### src/rtl/alu_issue_stage.sv
// ============================================================================
// alu_issue_stage : decode/issue and result capture around a 16-bit ALU
// Optional macro ALU_ISSUE_SAT_EN saturates ADD/SUB results on overflow.
// Rev 1.0
// ============================================================================
`default_nettype none

module alu_issue_stage #(
  parameter int          REG_ADDR_W = 4,
  parameter logic [2:0]  FLAGS_RST  = 3'b000
) (
  input  logic                  clk,
  input  logic                  rst_n,
  input  logic                  in_valid,
  output logic                  in_ready,
  input  logic [15:0]           in_instr,
  output logic [REG_ADDR_W-1:0] ra_addr,
  output logic [REG_ADDR_W-1:0] rb_addr,
  input  logic [15:0]           ra_data,
  input  logic [15:0]           rb_data,
  output logic [15:0]           alu_a,
  output logic [15:0]           alu_b,
  output logic [4:0]            alu_ctrl,
  input  logic [15:0]           alu_out,
  input  logic                  alu_ovfl,
  input  logic                  flush,
  output logic                  wb_valid,
  input  logic                  wb_ready,
  output logic [REG_ADDR_W-1:0] wb_addr,
  output logic [15:0]           wb_data,
  output logic                  illegal,
  output logic [2:0]            flags
);

  localparam logic [4:0] CTRL_NOP = 5'h1F;

  logic [3:0]  op;
  logic [4:0]  dec_ctrl;
  logic [15:0] dec_a;
  logic [15:0] dec_b;
  logic        dec_ill;
  logic        dec_nv;

  logic                  v1_q, v2_q;
  logic [15:0]           alu_a_q, alu_b_q;
  logic [4:0]            alu_ctrl_q;
  logic [REG_ADDR_W-1:0] rd1_q, wb_addr_q;
  logic                  ill1_q, nv1_q, ill2_q;
  logic [15:0]           wb_data_q, wb_data_d;
  logic                  z_q, n_q, v_q, z_d, n_d, v_d;
  logic                  adv2, adv1, accept;

  assign op      = in_instr[15:12];
  assign ra_addr = (op == 4'h8 || op == 4'h9) ? REG_ADDR_W'(in_instr[11:8])
                                              : REG_ADDR_W'(in_instr[7:4]);
  assign rb_addr = REG_ADDR_W'(in_instr[3:0]);

  always_comb begin
    dec_ctrl = CTRL_NOP;
    dec_a    = 16'h0000;
    dec_b    = 16'h0000;
    dec_ill  = 1'b1;
    dec_nv   = 1'b0;
    case (op)
      4'h0, 4'h1, 4'h2, 4'h3, 4'h4, 4'h5, 4'h6: begin
        dec_ctrl = {1'b0, op};
        dec_a    = ra_data;
        dec_b    = rb_data;
        dec_ill  = 1'b0;
        dec_nv   = (op == 4'h0) || (op == 4'h1);
      end
      4'h8, 4'h9: begin
        dec_ctrl = {1'b0, op};
        dec_a    = ra_data;
        dec_b    = {8'h00, in_instr[7:0]};
        dec_ill  = 1'b0;
      end
      4'hA, 4'hB: begin
        dec_ctrl = {1'b0, op};
        dec_a    = ra_data;
        dec_b    = {{12{in_instr[3]}}, in_instr[3:0]};
        dec_ill  = 1'b0;
      end
      default: ;
    endcase
  end

  // S2 drains when empty or consumed; S1 may refill in the same cycle it moves.
  assign adv2     = !v2_q || wb_ready;
  assign adv1     = v1_q && adv2;
  assign in_ready = !v1_q || adv2;
  assign accept   = in_valid && in_ready;

`ifdef ALU_ISSUE_SAT_EN
  assign wb_data_d = ill1_q                ? 16'h0000 :
                     (nv1_q && alu_ovfl)   ? (alu_out[15] ? 16'h7FFF : 16'h8000) :
                                             alu_out;
`else
  assign wb_data_d = ill1_q ? 16'h0000 : alu_out;
`endif

  assign z_d = ill1_q ? z_q : (alu_out == 16'h0000);
  assign n_d = nv1_q  ? alu_out[15] : n_q;
  assign v_d = nv1_q  ? alu_ovfl    : v_q;

  always_ff @(posedge clk) begin
    if (!rst_n) begin
      v1_q       <= 1'b0;
      v2_q       <= 1'b0;
      alu_a_q    <= 16'h0000;
      alu_b_q    <= 16'h0000;
      alu_ctrl_q <= 5'h00;
      rd1_q      <= '0;
      ill1_q     <= 1'b0;
      nv1_q      <= 1'b0;
      wb_addr_q  <= '0;
      wb_data_q  <= 16'h0000;
      ill2_q     <= 1'b0;
      {z_q, n_q, v_q} <= FLAGS_RST;
    end else if (flush) begin
      v1_q <= 1'b0;
      v2_q <= 1'b0;
    end else begin
      if (adv2) begin
        v2_q <= v1_q;
      end
      if (adv1) begin
        wb_addr_q <= rd1_q;
        wb_data_q <= wb_data_d;
        ill2_q    <= ill1_q;
        z_q       <= z_d;
        n_q       <= n_d;
        v_q       <= v_d;
      end
      if (in_ready) begin
        v1_q <= in_valid;
      end
      if (accept) begin
        alu_a_q    <= dec_a;
        alu_b_q    <= dec_b;
        alu_ctrl_q <= dec_ctrl;
        rd1_q      <= REG_ADDR_W'(in_instr[11:8]);
        ill1_q     <= dec_ill;
        nv1_q      <= dec_nv;
      end
    end
  end

  assign alu_a    = alu_a_q;
  assign alu_b    = alu_b_q;
  assign alu_ctrl = alu_ctrl_q;
  assign wb_valid = v2_q;
  assign wb_addr  = wb_addr_q;
  assign wb_data  = wb_data_q;
  assign illegal  = ill2_q;
  assign flags    = {z_q, n_q, v_q};

endmodule

`default_nettype wire
### config.mk
export PLATFORM = sky130hd
export DESIGN_NAME = alu_issue_stage
export DESIGN_NICKNAME = d
export VERILOG_FILES = /design/src/rtl/alu_issue_stage.sv
export SDC_FILE = /design/constraint.sdc
export NUM_CORES = 1
export LEC_CHECK = 0
export CAP_MARGIN = 5
export CORE_MARGIN = 2
export CORE_UTILIZATION = 37
export CTS_CLUSTER_SIZE = 16
export DETAILED_ROUTE_END_ITERATION = 6
export HOLD_SLACK_MARGIN = 0.15
export PLACE_DENSITY = 0.77
export SYNTH_ARGS = -nofsm -noshare
export SYNTH_HDL_FRONTEND = slang
export SYNTH_SLANG_ARGS = --single-unit
### constraint.sdc
create_clock -name clk -period 1.23 [get_ports clk]
set_input_delay 0.1845 -clock clk [delete_from_list [all_inputs] [get_ports clk]]
set_output_delay 0.1845 -clock clk [all_outputs]
set_load 0.005 [all_outputs]
## Word level (Yosys, flattened, before mapping)

Cells that the tools add are included.

- Register bits: 69
- Input bits: 70
- Output and inout port bits: 71
- Word-level logic and storage cells: 53

- Eq/ne operators: 10
- Multiplexer cells: 7
- Bitwise operators: 3
- Reduce and logical (&&, ||, !) cells: 19

Operator list:

| kind | number |
|---|---|
| $pmux 16 s3 | 1 |
| $mux 16 | 2 |
| $eq 4x4->1 const B | 4 |
| $logic_not 16->1 | 1 |
| $eq 4x3->1 const B | 3 |
| $reduce_or 11->1 | 1 |
| $eq 4x2->1 const B | 2 |
| $reduce_or 7->1 | 1 |
| $reduce_and 3->1 | 2 |
| $reduce_or 2->1 | 3 |
| $mux 5 | 1 |
| $eq 4x1->1 const B | 1 |
| $logic_not 4->1 | 1 |
| $logic_or 1x1->1 | 4 |
| $mux 4 | 1 |
| $reduce_and 2->1 | 2 |
| $not 1->1 | 3 |
| $logic_and 1x1->1 | 2 |
| $logic_not 1->1 | 2 |
| $mux 1 | 2 |

## Logic depth before layout (Yosys ltp)

- Depth after elaboration: 5
- Mapped depth: 6
- Depth with buffers taken out: 4

## Worst setup path after synthesis

No wires, ideal clock.

- Path type: register to register
- Start point: register v2_q, in the netlist wb_valid
- End point: register alu_b_q[6], in the netlist alu_b[6]
- Data arrival time: 1143 ps
- Data required time: 1115 ps
- Setup slack: -28 ps
- Cell stages (with the launch flop): 7
- Path buffers: 2
- Period minus slack after synthesis: 1258 ps
- Path through: dfxtp_1 nand3b_2 nand2_1 buf_4 buf_4 o2bb2ai_1 and2_1

- Cells in the longest elaborated chain, start to end: 5

Ends and longest elaborated chain:

| item | RTL line | text |
|---|---|---|
| start, declared | 44 | `logic v1_q, v2_q;` |
| start signal, assigned | 125 | `v2_q <= v1_q;` |
| $logic_not 1->1 | 89 | `assign adv2 = !v2_q \|\| wb_ready;` |
| $logic_or 1x1->1 | 89 |  |
| $logic_or 1x1->1 | 91 | `assign in_ready = !v1_q \|\| adv2;` |
| via in_ready | 15 | `output logic in_ready,` |
| $logic_and 1x1->1 | 92 | `assign accept = in_valid && in_ready;` |
| $reduce_and 2->1 (no line) | - |  |
| end signal, assigned | 111 | `alu_b_q <= 16'h0000;` |
| end signal, assigned | 140 | `alu_b_q <= dec_b;` |
| end, declared | 45 | `logic [15:0] alu_a_q, alu_b_q;` |

The timed path passes the listed nets, and every way through them passes these cells.
A chain may end at the register's enable or synchronous reset.

## Worst setup path in the final report

- Start point: register v2_q, in the netlist wb_valid
- End point: register nv1_q

- Cells in the longest elaborated chain, start to end: 5

Ends and longest elaborated chain:

| item | RTL line | text |
|---|---|---|
| $logic_not 1->1 | 89 |  |
| $logic_or 1x1->1 | 89 |  |
| $logic_or 1x1->1 | 91 |  |
| $logic_and 1x1->1 | 92 |  |
| $reduce_and 2->1 (no line) | - |  |
| end signal, assigned | 144 | `nv1_q <= dec_nv;` |
| end, declared | 48 | `logic ill1_q, nv1_q, ill2_q;` |

Every way passes these cells.

==> results.ini <==
[synth]
synth-seq-cells = 68
syn-cell-area_um2 = 2970
syn_nets = 374
ys_seq_area_share_pct = 45.8
synthCells = 304
synth-edff-count = 0
async_flop_share_pct = 0
synth-warning-count = 0
ys_types = 42
synthFlopType = dfxtp_1
avgSynthCellArea_um2 = 9.77

[critical_path]
arrival_ns = 1.60
start_kind = flip-flop
crit_chain = buf_6 > nand3b_4 > nand2_4 > or4_4 > a21boi_2
required_ns = 1.50
crit_path_top_delay_cell = or4_4
worst-path-max-fanout = 5
cp_slowest_stage_delay_ns = 0.43
critPathCaptureType = flip-flop
crit_type = reg2reg

[clocking]
clock_latency_ns = 0.34
cts_root_buf = clkbuf_8
cts_tree = done
htree_levels = 3
clock-sinks = 68
clk_pin_slew_ns = 0.08
clk_path_buf_depth = 2
cts_buffers = 9

[run_status]
status = finished, violations left
violations = negative setup slack

[grt]
grt_pass1_wl_um = 14600
globalRouteOverflowTotal = 0
grt_max_degree = 48
track_usage_pct = 21.2
grt_pass1_vias = 2991
antenna_found_initial = 0

[floorplanning]
fp.dieH_um = 93.6
initial_core_util_pct = 38.2
core_um2 = 7770
die-area_um2 = 8760
core.rowCount = 32
die_width_um = 93.6
pin_count = 141

[timing]
relSlewSlack_pct = 78.7
fmax_mhz = 754
clock_skew_ns = 0.00696
setup-violations-final = 59
tightest_slew_ns = 0.315
fin_ws_ns = -0.0957
period_needed_ns = 1.33
finalHoldViolCount = 0
report.final.slew_viol_count = 0
period_share_pct = 108
rsz0062_at_grt = true

[routing]
routed_wl_um = 9160
post-route-drc-count = 0
first_iter_violations = 86
via_per_inst = 5.03
wire_per_inst_um = 15.8
dr.pass1.iters = 5
dr_total_vias = 2923
postRouteAntennaNets = 0

[pwr]
p_sw_share_pct = 25.1
peakVddDrop_mv = 0.533
p_total_uw = 5110
seqPwrFrac_pct = 45.4
switchingPower_uw = 1280
p_leak_uw = 0.00222
p_per_area_nw_per_um2 = 975
p_int_uw = 3820
power_frac_clock_pct = 36.6
pwr-share-comb_pct = 18.0

[layout]
final_common_cell = dlygate4sd2_1
final_core_util_pct = 67.4
antennaDiodeCount = 0
drive_gt1_share_pct = 36.5
final_cell_mix = dlygate4sd2_1, clkdlybuf4s50_1, dfxtp_1
areaGrowthSynthToFinish_pct = 76.3
fillers = 655
nets = 544

[run]
drv_cap = 0

[placement]
io_buffers = 140
gp_congestion = 0.780
hpwl_um = 6180

[hold_path]
hp-class = in2reg

## flip-flops by register name, summed over array words and instances, names as in the netlist, 4 cells and up
signal,count
wb_data,16
alu_b,16
rd1_q,4
wb_addr,4
alu_a,16
alu_ctrl,5
## stage by stage
| stage | instance area [um^2] | TNS (ns) | setup slack (ns) | hold WS, ns | std cells |
|---|---|---|---|---|---|
| floorplan | 2980 | -0.408 | -0.0232 | 0.312 | 304 |
| global placement | 4660 | -28.72 | -0.764 | 0.437 | 553 |
| detailed placement | 4660 | -30.74 | -0.784 | 0.444 | 553 |
| CTS | 5110 | -2.69 | -0.0716 | 0.241 | 580 |
| global route | 5240 | -5.28 | -0.146 | 0.246 | 581 |
| finish | 5240 | -2.14 | -0.0957 | 0.249 | 581 |
## layout make-up
| cell class | instances | area, um^2 | area share [%] |
|---|---|---|---|
| inverter | 3 | 11.3 | 0.215 |
| timing repair buffer | 190 | 1820 | 34.7 |
| sequential | 68 | 1400 | 26.7 |
| tap | 102 | 128 | 2.44 |
| clock buffer | 10 | 138 | 2.63 |
| multi-input combinational | 202 | 1680 | 32.1 |
| clock inverter | 6 | 63.8 | 1.22 |
## what timing repair did
| action | in CTS | in global routing |
|---|---|---|
| buffers inserted | 8 | 1 |
| resized for setup | 198 | 33 |
| pin swaps | 39 | 14 |
| hold buffers | 0 | 0 |
| hold endpoints to repair | 0 | 0 |
| endpoints found under the setup margin | 130 | 65 |
| gates cloned | 3 | 0 |
## critical path: cells and delay by family (launching register included)
| family | cells | cell delay (ns) |
|---|---|---|
| AOI/OAI and AO/OA | 1 | 0.18 |
| buffers and inverters | 1 | 0.11 |
| DFF | 1 | 0.35 |
| and+or+nand+nor | 3 | 0.61 |
## cell usage after synthesis, types with 4 or more instances
master	count	share of area (%)
dfxtp_1	68	46
nand2_1	39	4.9
a21boi_1	27	6.8
nor2b_1	18	3.8
nand3b_1	16	4.0
and2_1	14	2.9
o2bb2ai_1	12	3.5
a21oi_1	10	1.7
buf_4	10	2.5
a22oi_2	9	3.8
buf_2	9	1.5
clkbuf_1	9	1.1
a221oi_1	8	2.4
a22oi_1	7	1.8
nor2_1	5	0.63
o21ai_0	5	0.84
mux2_1	4	1.5
nor4_1	4	0.84
## worst paths after layout
kind | from | endpoint | slack (ns) | cells past startpoint
max reg2reg | wb_valid | nv1_q | -0.1 | 5
max | wb_valid | nv1_q | -0.1 | 5
min | in_instr[14] | alu_ctrl[2] | 0.25 | 4
min reg2reg | rd1_q[2] | wb_addr[2] | 0.45 | 2
## kinds of logic (layout without fill, tap and decap cells)
logic type	after synthesis	in the layout	synth area share [%]
AO/OA/AOI/OAI	88	88	24.5
flip-flops	68	68	45.8
buffers and inverters	34	209	6.70
AND/OR/NAND/NOR	109	109	21.1
multiplexers	5	5	1.85
## power groups by stage
| stage | logic [uW] | registers [uW] | clock network (uW) |
|---|---|---|---|
| after floorplan | 298 | 2370 | 0 |
| after global placement | 833 | 2360 | 0 |
| after detailed placement | 847 | 2360 | 0 |
| after CTS | 886 | 2320 | 1900 |
| after global routing | 983 | 2330 | 2010 |
| final | 917 | 2320 | 1870 |
## per-layer routing
| layer | vias up | track usage, % | routed length [um] |
|---|---|---|---|
| li1 | 1415 | - | - |
| met1 | 1383 | 26.1 | 3890 |
| met2 | 107 | 34.8 | 4460 |
| met3 | 18 | 6.77 | 624 |
| met4 | 0 | 7.37 | 176 |
| met5 | - | 0 | 0 |
Power figures use the tool's default switching activity.
==> patch, RTL diff (same settings) <==
Set the parameter `REG_ADDR_W` to 2 (it was 4).
--- a/src/rtl/alu_issue_stage.sv
+++ b/src/rtl/alu_issue_stage.sv
@@ -7,5 +7,5 @@
 
 module alu_issue_stage #(
-  parameter int          REG_ADDR_W = 4,
+  parameter int          REG_ADDR_W = 2,
   parameter logic [2:0]  FLAGS_RST  = 3'b000
 ) (
Ports: changed (resized ra_addr, rb_addr and wb_addr); port bits go from 141 to 135. No check against the original RTL was run, so the function may have changed too.
==> patch against the original RTL <==
Final cell count shrank 6.2%. Wire length down 6.0%. Largest cell class unchanged. Non-clock buffer count fell by 15. Sequential cell count fell by 4. Critical path depth decreased by 1. First-iteration DRC count rose by 16%. Clock power is 9.6% higher. Synthesized cell count down 7.2%. Via count is 5.8% lower. The flow still finishes with violations (negative setup slack). Critical path type unchanged. Power decreased by 0.33%. Design area fell by 6.2%. Area after synthesis is 9.1% lower. Worst setup slack worse by 0.074 ns.
==> patch: results <==
{
  "run_status": "finished, violations left",
  "violations": "negative setup slack",
  "power.share.clock_pct": 40.2,
  "timing.final.crit_share_pct": 113.8,
  "setup_viol": 51,
  "whs_ns": 0.2414,
  "final_core_util_pct": 68.46,
  "slew_headroom_pct": 59.98,
  "yosys-top-cells-area": "dfxtp_1 47%, a21boi_0 6.7%, a22oi_1 4.5%, nand3b_1 4.5%, nand2_1 4.2%",
  "layout.nets": 512,
  "grt_pass1_vias": 2724,
  "setup_tns_ns": -3.201,
  "fillers": 579,
  "grt_max_degree": 64,
  "dr_total_vias": 2753,
  "fin_ws_ns": -0.1696,
  "dpl.cell_count": 520,
  "gp_congestion": 0.8357,
  "dp_slack_ns": -0.6782,
  "swShare_pct": 23.36,
  "synth_seq_area_share_pct": 47.47,
  "drt_iter0_drc": 100,
  "vdd_drop_max_mv": 0.5649,
  "p_comb_share_pct": 17.0,
  "viasPerCell": 5.051,
  "finClkSkew_ns": 0.008124,
  "cp_slowest_cell": "or3_4",
  "leakage_nw": 2.115
}
-- patch: tightest hold or removal path, cell delays in order --
cell	delay (ns)
dlygate4sd2_1	0.25
inv_1	0.05
a21oi_1	0.05
-- patch: layout make-up --
class / count / area share [%]
Clock buffer: 12 / 3.158
Clock inverter: 3 / 1.325
Inverter: 3 / 0.2292
Multi-Input combinational cell: 189 / 31.79
Sequential cell: 64 / 26.52
Tap cell: 99 / 2.522
Timing Repair Buffer: 175 / 34.46
-- patch: logic make-up (layout without fill, tap and decap cells) --
kind of cell           after synthesis  after routing  share of synthesized area (%)
AND/OR/NAND/NOR                    101            102                          21.84
multiplexers                         3              3                          1.205
buffers and inverters               30            193                          5.749
flip-flops                          64             64                          47.47
AO/OA/AOI/OAI                       84             84                          23.74
-- patch: layer usage --
metal / vias up / wire (µm) / global-route usage, %
met5: - / 0 / 0
li1: 1334 / - / -
met1: 1314 / 3577 / 26.10
met3: 19 / 481 / 4.617
met4: 0 / 240 / 9.634
met2: 86 / 4308 / 35.42
